## src/rtl/dx_hazard_ctrl.sv

```systemverilog
// Decode-to-execute hazard and flow-control unit: 3-entry destination scoreboard,
// RAW stall / redirect flush steering, saturating statistics and a stall watchdog.
module dx_hazard_ctrl #(
  parameter int unsigned RF_BYPASS = 1,
  parameter int unsigned MAX_STALL = 3
) (
  input  logic        clk,
  input  logic        rst,
  input  logic        fd_valid,
  input  logic [2:0]  fd_rs,
  input  logic        fd_rs_used,
  input  logic [2:0]  fd_rt,
  input  logic        fd_rt_used,
  input  logic        fd_wr_en,
  input  logic [2:0]  fd_dest,
  input  logic        x_redirect,
  input  logic        mem_stall,
  output logic        pc_hold,
  output logic        fd_hold,
  output logic        dx_bubble,
  output logic        fd_flush,
  output logic [15:0] stall_cnt,
  output logic [15:0] flush_cnt,
  output logic        hazard_err
);

  typedef struct packed {
    logic       valid;
    logic       wr_en;
    logic [2:0] dest;
  } sb_entry_t;

  localparam sb_entry_t SbInvalid = '{valid: 1'b0, wr_en: 1'b0, dest: 3'd0};
  localparam bit        CheckMw   = (RF_BYPASS == 0);
  localparam logic [16:0] MaxStallW = 17'(MAX_STALL);

  sb_entry_t sb_dx_q, sb_dx_d;
  sb_entry_t sb_xm_q, sb_xm_d;
  sb_entry_t sb_mw_q, sb_mw_d;

  logic [15:0] stall_cnt_q, stall_cnt_d;
  logic [15:0] flush_cnt_q, flush_cnt_d;
  logic [15:0] run_len_q, run_len_d;
  logic        hazard_err_q, hazard_err_d;

  logic        raw;
  logic        issue;
  logic        stall_evt;
  logic        flush_evt;
  logic [16:0] run_inc;

  function automatic logic entry_hit(input sb_entry_t e, input logic [2:0] r);
    return e.valid & e.wr_en & (e.dest == r);
  endfunction

  // With a write-before-read register file the MW writer is already visible to decode.
  function automatic logic sb_match(input sb_entry_t dx, input sb_entry_t xm,
                                    input sb_entry_t mw, input logic [2:0] r);
    return entry_hit(dx, r) | entry_hit(xm, r) | (CheckMw & entry_hit(mw, r));
  endfunction

  always_comb begin
    raw = fd_valid &
          ((fd_rs_used & sb_match(sb_dx_q, sb_xm_q, sb_mw_q, fd_rs)) |
           (fd_rt_used & sb_match(sb_dx_q, sb_xm_q, sb_mw_q, fd_rt)));
    issue     = fd_valid & ~mem_stall & ~x_redirect & ~raw;
    stall_evt = raw & ~mem_stall & ~x_redirect;
    flush_evt = x_redirect & ~mem_stall;
  end

  // Memory stall freezes everything; a redirect squashes FD and beats a pending RAW.
  always_comb begin
    pc_hold   = 1'b0;
    fd_hold   = 1'b0;
    dx_bubble = 1'b0;
    fd_flush  = 1'b0;
    if (mem_stall) begin
      pc_hold = 1'b1;
      fd_hold = 1'b1;
    end else if (x_redirect) begin
      fd_flush  = 1'b1;
      dx_bubble = 1'b1;
    end else if (raw) begin
      pc_hold   = 1'b1;
      fd_hold   = 1'b1;
      dx_bubble = 1'b1;
    end
  end

  always_comb begin
    sb_dx_d = sb_dx_q;
    sb_xm_d = sb_xm_q;
    sb_mw_d = sb_mw_q;
    if (!mem_stall) begin
      sb_mw_d = sb_xm_q;
      sb_xm_d = sb_dx_q;
      sb_dx_d = issue ? '{valid: 1'b1, wr_en: fd_wr_en, dest: fd_dest} : SbInvalid;
    end
  end

  always_comb begin
    stall_cnt_d = stall_cnt_q;
    flush_cnt_d = flush_cnt_q;
    if (stall_evt && (stall_cnt_q != 16'hFFFF)) begin
      stall_cnt_d = stall_cnt_q + 16'd1;
    end
    if (flush_evt && (flush_cnt_q != 16'hFFFF)) begin
      flush_cnt_d = flush_cnt_q + 16'd1;
    end
  end

  always_comb begin
    run_inc      = {1'b0, run_len_q} + 17'd1;
    run_len_d    = run_len_q;
    hazard_err_d = hazard_err_q;
    if (mem_stall) begin
      run_len_d = run_len_q;
    end else if (stall_evt) begin
      run_len_d = run_inc[16] ? 16'hFFFF : run_inc[15:0];
      if (run_inc > MaxStallW) begin
        hazard_err_d = 1'b1;
      end
    end else begin
      run_len_d = 16'd0;
    end
  end

  always_ff @(posedge clk) begin
    if (!rst) begin
      sb_dx_q      <= SbInvalid;
      sb_xm_q      <= SbInvalid;
      sb_mw_q      <= SbInvalid;
      stall_cnt_q  <= 16'd0;
      flush_cnt_q  <= 16'd0;
      run_len_q    <= 16'd0;
      hazard_err_q <= 1'b0;
    end else begin
      sb_dx_q      <= sb_dx_d;
      sb_xm_q      <= sb_xm_d;
      sb_mw_q      <= sb_mw_d;
      stall_cnt_q  <= stall_cnt_d;
      flush_cnt_q  <= flush_cnt_d;
      run_len_q    <= run_len_d;
      hazard_err_q <= hazard_err_d;
    end
  end

  assign stall_cnt  = stall_cnt_q;
  assign flush_cnt  = flush_cnt_q;
  assign hazard_err = hazard_err_q;

endmodule

```

## config.mk

```make
export PLATFORM = sky130hd
export DESIGN_NAME = dx_hazard_ctrl
export DESIGN_NICKNAME = d
export VERILOG_FILES = /design/src/rtl/dx_hazard_ctrl.sv
export SDC_FILE = /design/constraint.sdc
export NUM_CORES = 1
export LEC_CHECK = 0
export CORE_UTILIZATION = 53
export DETAILED_ROUTE_END_ITERATION = 12
export GPL_ROUTABILITY_DRIVEN = 1
export PLACE_DENSITY = 0.79
export SLEW_MARGIN = 10
export SYNTH_ARGS = -nofsm -noshare
export SYNTH_HDL_FRONTEND = slang
export SYNTH_SLANG_ARGS = --single-unit
```

## constraint.sdc

```tcl
create_clock -name clk -period 3.2 [get_ports clk]
set_input_delay 0.48 -clock clk [delete_from_list [all_inputs] [get_ports clk]]
set_output_delay 0.48 -clock clk [all_outputs]
set_load 0.005 [all_outputs]
```

==> flow_metrics.py, run 1 <==
metrics = {
    "synth": {
        "synthTopCellsByArea": "dfxtp_1 (35%), xor2_1 (5.4%), mux2i_1 (4.4%)",
        "ys_warn_count": 0,
        "synth_ff_type": "dfxtp_1",
        "synthCells": 384,
        "synth_common_cells": "dfxtp_1 (59), nor2_1 (37), nand2_1 (35)",
        "ys_ff_latch": 59,
        "yosysMostFrequentCell": "dfxtp_1",
        "yosysSeqAreaShare_pct": 34.8,
        "synth-edff-count": 0,
        "async_flop_share_pct": 0,
        "synth_fp_nets": 405,
        "synth_cell_type_count": 57,
        "synth.top_cell.area_share_pct": 34.8,
        "yosysTopAreaCell": "dfxtp_1",
        "avgSynthCellArea_um2": 8.83,
        "synth_area_um2": 3390,
    },
    "floorplanning": {
        "rows": 28,
        "coreArea_um2": 6060,
        "dieArea_um2": 6720,
        "start_util_pct": 55.9,
        "die_y_um": 82.0,
        "pin_count": 54,
        "die_w_um": 82.0,
    },
    "detailed_routing": {
        "via_per_inst": 5.85,
        "wl_um": 7860,
        "vias": 3007,
        "ant_nets": 0,
        "first_pass_iters": 4,
        "drc_errors": 0,
        "wl_per_cell_um": 15.3,
        "dr.first_iter.drc_count": 196,
    },
    "sta": {
        "setup_viol": 0,
        "period_share_pct": 95.3,
        "final.setup.tns_ns": 0,
        "finClkSkew_ns": 0.00834,
        "finalHoldViolCount": 0,
        "drv_slew": 0,
        "rsz0062_at_grt": "no",
        "max-slew-margin-rel_pct": 53.3,
        "tightest_slew_ns": 0.693,
        "post-route-min-period_ns": 3.05,
        "fmax_ghz": 0.328,
    },
    "global_route": {
        "grt_pass1_wl_um": 12700,
        "grt_pass1_vias": 2688,
        "grt_max_degree": 29,
        "grt_overflow": 0,
        "track_usage_pct": 24.7,
        "antenna_found_initial": 0,
    },
    "clocking": {
        "worstSkewPairLatency_ns": 0.34,
        "cts_buffer_depth": 2,
        "cts_root_buf": "clkbuf_8",
        "cts_setup_buffers": 0,
        "cts_sinks": 59,
        "cts_tree": "done",
        "htreeDepth": 3,
        "postCtsHoldBufs": 0,
        "clk_pin_slew_ns": 0.06,
        "cts-resized-gates": 0,
        "cts_buffers": 9,
    },
    "run": {
        "cap_violations": 0,
    },
    "setup_path": {
        "worstPathArrival_ns": 2.57,
        "worst_ep_required_time_ns": 2.72,
        "worst_setup_path_start_kind": "input port",
        "rr_startpoint": "run_len_q[0]$_SDFFE_PN0N_",
        "crit_start": "fd_rs[2]",
        "cp-end-kind": "output port",
        "path_class": "input port to output port",
        "worstPathMaxFanout": 3,
    },
    "place": {
        "io_buffers": 53,
        "dp_hpwl_um": 5480,
        "gp_congestion": 0.860,
        "place_area_um2": 3960,
    },
    "pwr": {
        "ir_drop_mv": 0.282,
        "p_leak_uw": 0.00165,
        "pwr_density_cell_nw_per_um2": 369,
    },
    "status": {
        "status": "finished clean",
    },
    "final_layout": {
        "layout.nets": 455,
        "drive_gt1_share_pct": 10.5,
        "fillers": 502,
        "seqCellArea_um2": 1180,
        "stdcell_area_um2": 4160,
        "syn2layout_area_growth_pct": 22.7,
        "multi_input_area_um2": 2070,
        "antenna_cells": 0,
    },
    "hold_path": {
        "hold_path_startpoint": "sb_dx_q[4]$_SDFFE_PN0N_",
        "hp-class": "flop to flop",
    },
}
## per-layer routing
layer,up-vias,track usage (%),part of all wire [%]
met1,1430,31.7,46
met2,80,39.4,46
met4,0,9.12,1.4
met3,10,6.67,6.6
li1,1487,-,-
met5,-,0,0
## sequential cells by signal, indices dropped and copies added, names as in the netlist
name,cells
run_len_q,16
sb_xm_q,5
hazard_err,1
flush_cnt,16
stall_cnt,16
sb_dx_q,5
## power by group
| group | internal [uW] | switching (uW) | leakage [uW] | total (uW) |
|---|---|---|---|---|
| logic | 45.8 | 49.4 | 0.00107 | 95.2 |
| clock network | 380 | 315 | 0.000102 | 695 |
| registers | 738 | 4.76 | 0.000476 | 743 |
## layout by cell type, fill, tap and decap left out, drive strengths merged, types with 2 or more instances in the layout
cell type and count:
buf 8, nand3 16, and2 7, xor2 21, and4 8, nor3 7
o21ai 19, xnor2 13, o221ai 2, dfxtp 59, inv 7, clkbuf 10
clkdlybuf4s50 53, a22oi 2, a21o 11, nand2b 10, nor3b 3, and3 8
ha 4, nand4 14, a32oi 3, a21oi 13, clkinv 4, nand2 37
a22o 16, nor2 37, or3 6, nand3b 2, nor4 8, mux2i 15
## path summary, 6_finish.rpt
path	end	slack, ns	cells after the start
setup reg to reg	hazard_err$_SDFFE_PN0P_	1.05	7
hold reg to reg	sb_dx_q[4]$_SDFFE_PN0N_	0.50	2
hold / removal	sb_dx_q[4]$_SDFFE_PN0N_	0.50	2
setup / recovery	pc_hold	0.15	7
## kinds of logic after synthesis
logic type / count (synthesis) / share of synthesized area (%)
simple gates: 164 / 28.0
compound gates: 79 / 18.3
buf+inv: 29 / 4.24
flops: 59 / 34.8
fa+ha+maj: 4 / 1.48
mux: 15 / 4.43
xor+xnor: 34 / 8.78
## stage by stage
stage / hold WS [ns] / util (%) / total power (uW) / setup slack [ns] / instances
floorplan: 0.458 / - / 811 / 1.09 / 384
global placement: 0.473 / 65.3 / 851 / 0.208 / 498
detailed placement: 0.488 / 65.3 / 854 / 0.163 / 498
CTS: 0.498 / 68.6 / 1550 / 0.142 / 514
global route: 0.524 / 68.6 / 1590 / 0.0512 / 514
finish: 0.496 / 68.6 / 1530 / 0.151 / 514
## final cells by class
class / count / area share (%)
Clock buffer: 10 / 3.31
Clock inverter: 6 / 1.56
Inverter: 7 / 0.632
Multi-Input combinational cell: 296 / 49.7
Sequential cell: 59 / 28.4
Tap cell: 75 / 2.26
Timing Repair Buffer: 61 / 14.2
## worst max-delay path, cell delays in order
cell and delay (ns):
clkdlybuf4s50_1 0.46, xor2_1 0.19, nor4_4 0.29, o21ai_1 0.15
and2_1 0.22, o21bai_2 0.23, clkdlybuf4s50_1 0.54
No activity file was read; power rests on OpenSTA's default activity.
==> inputs of run 2 (changes only) <==
--- a/config.mk
+++ b/config.mk
@@ -5,10 +5,10 @@
 export SDC_FILE = /design/constraint.sdc
 export NUM_CORES = 1
 export LEC_CHECK = 0
-export CORE_UTILIZATION = 53
+export CORE_UTILIZATION = 45
 export DETAILED_ROUTE_END_ITERATION = 12
 export GPL_ROUTABILITY_DRIVEN = 1
-export PLACE_DENSITY = 0.79
+export PLACE_DENSITY = 0.69
 export SLEW_MARGIN = 10
 export SYNTH_ARGS = -nofsm -noshare
 export SYNTH_HDL_FRONTEND = slang
==> run 2 against run 1 <==
Compared with the run above:
- via count fell by 2.4%
- die area grew 17%
- sequential share of layout area increased by 0.11 points
- critical path type unchanged
- largest power group unchanged
- highest routed layer unchanged
==> flow_metrics.py, run 2 (same netlist as run 1, synthesis figures left out) <==
metrics = {
    "clocking": {
        "cts_tree": "done",
        "htreeDepth": 3,
        "postCtsHoldBufs": 0,
        "cts_setup_buffers": 0,
        "cts-resized-gates": 0,
        "cts_root_buf": "clkbuf_8",
        "cts_sinks": 59,
        "cts_buffer_depth": 2,
        "clk_pin_slew_ns": 0.06,
        "cts_buffers": 9,
        "worstSkewPairLatency_ns": 0.34,
    },
    "floorplanning": {
        "die_w_um": 88.8,
        "rows": 31,
        "coreArea_um2": 7250,
        "die_y_um": 88.8,
        "start_util_pct": 46.7,
        "pin_count": 54,
        "dieArea_um2": 7890,
    },
    "setup_path": {
        "rr_startpoint": "run_len_q[0]$_SDFFE_PN0N_",
        "worstPathMaxFanout": 3,
        "cp_cell_sequence": "clkdlybuf4s50_1, xor2_1, nor4_4, o21ai_1, and2_1, o21bai_2, clkdlybuf4s50_1",
        "worst_ep_required_time_ns": 2.72,
        "cp_common_cell": "clkdlybuf4s50_1",
        "worstPathArrival_ns": 2.54,
        "worst_setup_path_start_kind": "input port",
        "path_buf_inv": 2,
        "path_class": "input port to output port",
        "crit_start": "fd_rs[2]",
        "crit_path_max_incr_delay_ns": 0.57,
        "cp_top_family": "buffers and inverters",
        "cp-end-kind": "output port",
        "crit_path_top_delay_cell": "clkdlybuf4s50_1",
    },
    "sta": {
        "drv_slew": 0,
        "final.setup.tns_ns": 0,
        "finClkSkew_ns": 0.00750,
        "post-route-min-period_ns": 3.02,
        "finalHoldViolCount": 0,
        "period_share_pct": 94.4,
        "rsz0062_at_grt": "no",
        "setup_ws_ns": 0.181,
        "fmax_ghz": 0.331,
        "tightest_slew_ns": 0.630,
        "setup_viol": 0,
        "max-slew-margin-rel_pct": 57.6,
    },
    "final_layout": {
        "fillers": 662,
        "final_common_cell": "dfxtp_1",
        "mostFrequentLayoutCells": "dfxtp_1 (59), clkdlybuf4s50_1 (53), nor2_1 (37)",
        "layout.nets": 456,
        "syn2layout_area_growth_pct": 22.2,
        "antenna_cells": 0,
        "drive_gt1_share_pct": 9.38,
    },
    "detailed_routing": {
        "vias": 2935,
        "wl_um": 7670,
        "via_per_inst": 5.48,
        "ant_nets": 0,
        "dr.first_iter.drc_count": 127,
        "drc_errors": 0,
        "first_pass_iters": 4,
        "wl_per_cell_um": 14.3,
    },
    "place": {
        "dp_slack_ns": 0.185,
        "io_buffers": 53,
        "gp_congestion": 0.829,
        "dp_hpwl_um": 5420,
    },
    "global_route": {
        "grt_pass1_wl_um": 12300,
        "antenna_found_initial": 0,
        "track_usage_pct": 20.4,
        "grt_pass1_vias": 2675,
        "grt_max_degree": 29,
        "grt_overflow": 0,
    },
    "pwr": {
        "p_leak_uw": 0.00163,
        "pwr_density_cell_nw_per_um2": 336,
        "ir_drop_mv": 0.209,
    },
    "run": {
        "cap_violations": 0,
    },
    "hold_path": {
        "hold_path_startpoint": "sb_dx_q[4]$_SDFFE_PN0N_",
        "hp-class": "flop to flop",
    },
    "status": {
        "status": "finished clean",
    },
}
## run 2: cell types whose count changed in the layout (fill, tap and decap cells not counted), sizes merged
cell | before | now
clkbuf | 10 | 13
bufinv | 1 | 0
buf | 8 | 9
clkinvlp | 1 | 0
clkinv | 4 | 0
## run 2: final cells by class
type	count	area (um^2)	area share [%]
multi-input combinational	296	2070	49.8
sequential	59	1180	28.5
timing repair buffer	62	598	14.4
clock buffer	13	149	3.59
tap	99	124	2.99
inverter	7	26.3	0.634
## run 2: report_power, final
part	internal [uW]	switching [uW]	leakage (uW)
Clock	290	263	0.0000754
Combinational	46.5	49.4	0.00108
Sequential	739	4.85	0.000476
## run 2: worst register-to-register path: stages (launching register included)
cell     delay [ns]
dfxtp_1        0.51
ha_1           0.28
nand3_1        0.21
nor2_1         0.30
a41oi_1        0.17
nor3_1         0.24
nand4_1        0.13
o211a_1        0.14
## run 2: metrics by stage
stage | cell area, um^2 | cells | hold WS, ns | utilization [%] | total power (uW)
2_1_floorplan | 3390 | 384 | 0.458 | - | 811
3_3_place_gp | 4000 | 523 | 0.476 | 55.1 | 854
3_5_place_dp | 4000 | 523 | 0.483 | 55.1 | 856
4_1_cts | 4140 | 536 | 0.491 | 57.1 | 1410
5_1_grt | 4140 | 536 | 0.523 | 57.1 | 1450
6_report | 4140 | 536 | 0.494 | 57.1 | 1390
## run 2: per-layer routing
metal	track usage, %	vias to the layer above	part of all wire, %
li1	-	1474	-
met1	25.3	1386	47
met2	33.4	65	45
met3	4.94	10	6.0
met4	9.09	0	1.5
met5	0	-	0
## run 2: path summary, 6_finish.rpt
| check | to | slack (ns) | cells past startpoint |
|---|---|---|---|
| max | pc_hold | 0.18 | 7 |
| min | sb_dx_q[4]$_SDFFE_PN0N_ | 0.49 | 2 |
| max reg2reg | hazard_err$_SDFFE_PN0P_ | 1.13 | 7 |
| min reg2reg | sb_dx_q[4]$_SDFFE_PN0N_ | 0.49 | 2 |
==> inputs of run 3 (changes only) <==
--- a/config.mk
+++ b/config.mk
@@ -7,8 +7,9 @@
 export LEC_CHECK = 0
 export CORE_UTILIZATION = 45
 export DETAILED_ROUTE_END_ITERATION = 12
+export DONT_BUFFER_PORTS = 1
 export GPL_ROUTABILITY_DRIVEN = 1
-export PLACE_DENSITY = 0.69
+export PLACE_DENSITY = 0.6
 export SLEW_MARGIN = 10
 export SYNTH_ARGS = -nofsm -noshare
 export SYNTH_HDL_FRONTEND = slang
==> constraint.sdc (replaced) <==
create_clock -name clk -period 3.2 [get_ports clk]
set_input_delay 0.48 -clock clk [delete_from_list [all_inputs] [get_ports clk]]
set_output_delay 0.48 -clock clk [all_outputs]
set_load 0.05 [all_outputs]
==> run 3 against run 2 <==
Compared with the run above:
- clock skew about the same
- non-clock buffer count decreased by 39
- core utilization decreased by 4.8 points
- global-route usage increased by 0.075 points
- register-to-register slack got worse by 0.15 ns
- flip-flop and latch count unchanged
- first-iteration DRC count decreased by 16%
- clock power increased by 40%
- hold slack got worse by 0.23 ns
- via count decreased by 6.5%
- critical path type is now flop to output port
- critical endpoint unchanged
==> flow_metrics.py, run 3 (same netlist as run 1, synthesis figures left out) <==
metrics = {
    "place": {
        "dp_hpwl_um": 5210,
        "io_buffers": 0,
        "gp_congestion": 0.817,
    },
    "setup_path": {
        "worstPathArrival_ns": 2.09,
        "crit_start": "sb_xm_q[2]$_SDFFE_PN0N_",
        "worstReg2RegEnd": "flush_cnt[5]$_SDFFE_PN0P_",
        "cp-end-kind": "output port",
        "rr_startpoint": "flush_cnt[6]$_SDFFE_PN0P_",
        "r2r_slack_ns": 0.98,
        "crit_path_top_delay_cell": "nor4_4",
        "cp_cell_sequence": "xor2_1, nor4_4, o21ai_1, and2_1, o21bai_2, buf_4",
        "worstPathMaxFanout": 3,
        "worst_setup_path_start_kind": "flop",
        "worst_ep_required_time_ns": 2.72,
        "reg2reg_depth": 6,
        "path_class": "flop to output port",
        "crit_path_max_incr_delay_ns": 0.37,
    },
    "final_layout": {
        "fillers": 705,
        "antenna_cells": 0,
        "syn2layout_area_growth_pct": 12.0,
        "final_common_cell": "dfxtp_1",
        "drive_gt1_share_pct": 15.0,
        "layout.nets": 417,
        "seqCellArea_um2": 1180,
        "multi_input_area_um2": 2070,
        "mostFrequentLayoutCells": "dfxtp_1 (59), nor2_1 (37), nand2_1 (35)",
    },
    "clocking": {
        "worstSkewPairLatency_ns": 0.34,
        "cts_buffer_depth": 2,
        "postCtsHoldBufs": 0,
        "cts_sinks": 59,
        "cts_root_buf": "clkbuf_8",
        "cts-resized-gates": 0,
        "clk_pin_slew_ns": 0.07,
        "cts_tree": "done",
        "cts_buffers": 9,
        "htreeDepth": 3,
        "cts_setup_buffers": 0,
    },
    "sta": {
        "finClkSkew_ns": 0.00760,
        "tightest_slew_ns": 1.05,
        "setup_viol": 0,
        "finalHoldViolCount": 0,
        "fmax_ghz": 0.389,
        "post-route-min-period_ns": 2.57,
        "drv_slew": 0,
        "max-slew-margin-rel_pct": 30.0,
        "period_share_pct": 80.3,
        "final.setup.tns_ns": 0,
        "rsz0062_at_grt": "no",
    },
    "detailed_routing": {
        "wl_per_cell_um": 14.7,
        "wl_um": 7370,
        "dr.first_iter.drc_count": 107,
        "drc_errors": 0,
        "ant_nets": 0,
        "first_pass_iters": 4,
        "vias": 2744,
        "via_per_inst": 5.49,
    },
    "hold_path": {
        "holdPathStages": 1,
        "hold_end": "sb_dx_q[3]$_SDFFE_PN0N_",
        "hp-class": "input port to flop",
        "hold_path_startpoint": "fd_wr_en",
    },
    "floorplanning": {
        "pin_count": 54,
        "coreArea_um2": 7250,
        "die_w_um": 88.8,
        "rows": 31,
        "start_util_pct": 46.7,
        "die_y_um": 88.8,
        "dieArea_um2": 7890,
    },
    "run": {
        "cap_violations": 0,
    },
    "status": {
        "status": "finished clean",
    },
    "pwr": {
        "ir_drop_mv": 0.253,
        "pwr_density_cell_nw_per_um2": 418,
        "power_uw": 1590,
        "p_leak_uw": 0.00155,
    },
    "global_route": {
        "grt_use_met3_pct": 5.50,
        "grt_max_degree": 34,
        "grt_pass1_vias": 2659,
        "antenna_found_initial": 0,
        "grt_overflow": 0,
        "met2_usage_pct": 32.8,
        "track_usage_pct": 20.5,
        "busiest_layer": "met2",
        "met1_usage_pct": 25.7,
        "grt_pass1_wl_um": 12400,
    },
}
[run 3: cell types whose count changed in the layout (fill, tap and decap cells not counted), sizes merged]
cell,before,now
bufinv,0,2
clkinvlp,0,1
buf,9,23
clkdlybuf4s50,53,0
clkbuf,13,12
clkinv,0,1
[run 3: final cells by class]
type                            count  share of cell area (%)
Clock buffer                       12                    4.09
Clock inverter                      4                    1.91
Inverter                            7                   0.692
Multi-Input combinational cell    296                    54.4
Sequential cell                    59                    31.1
Tap cell                           99                    3.26
Timing Repair Buffer               23                    4.55
[run 3: where the power goes]
part	internal [uW]	switching, uW
sequential	738	2.94
clock	480	293
combinational	24.4	48.0
total	1240	344
[run 3: stage by stage]
step	setup slack (ns)	std cells	hold slack [ns]	cell area, um^2	util [%]
floorplan	0.583	384	0.458	3390	-
global placement	0.892	484	0.473	3570	49.2
detailed placement	0.867	484	0.485	3570	49.2
CTS	0.606	500	0.257	3800	52.4
global route	0.513	500	0.260	3800	52.4
finish	0.631	500	0.266	3800	52.4
[run 3: how the worst max path moves through the flow]
stage                    to  slack [ns]  depth (start not counted)
floorplan           pc_hold        0.58                          6
global placement    fd_hold        0.89                          6
detailed placement  pc_hold        0.87                          6
CTS                 pc_hold        0.61                          6
global route        fd_hold        0.51                          6
finish              pc_hold        0.63                          6
[run 3: worst max-delay path, delay by kind of cell, from the launching register on]
kind | cells | cell delay (ns)
buffers and inverters | 1 | 0.32
XOR/XNOR | 1 | 0.19
flip-flops | 1 | 0.34
AND/OR/NAND/NOR | 2 | 0.59
AO/OA/AOI/OAI | 2 | 0.31
[run 3: per-layer routing]
metal	part of all wire, %	up-vias
met5	0	-
met4	1.9	0
met3	6.0	12
met2	45	49
met1	47	1285
li1	-	1398
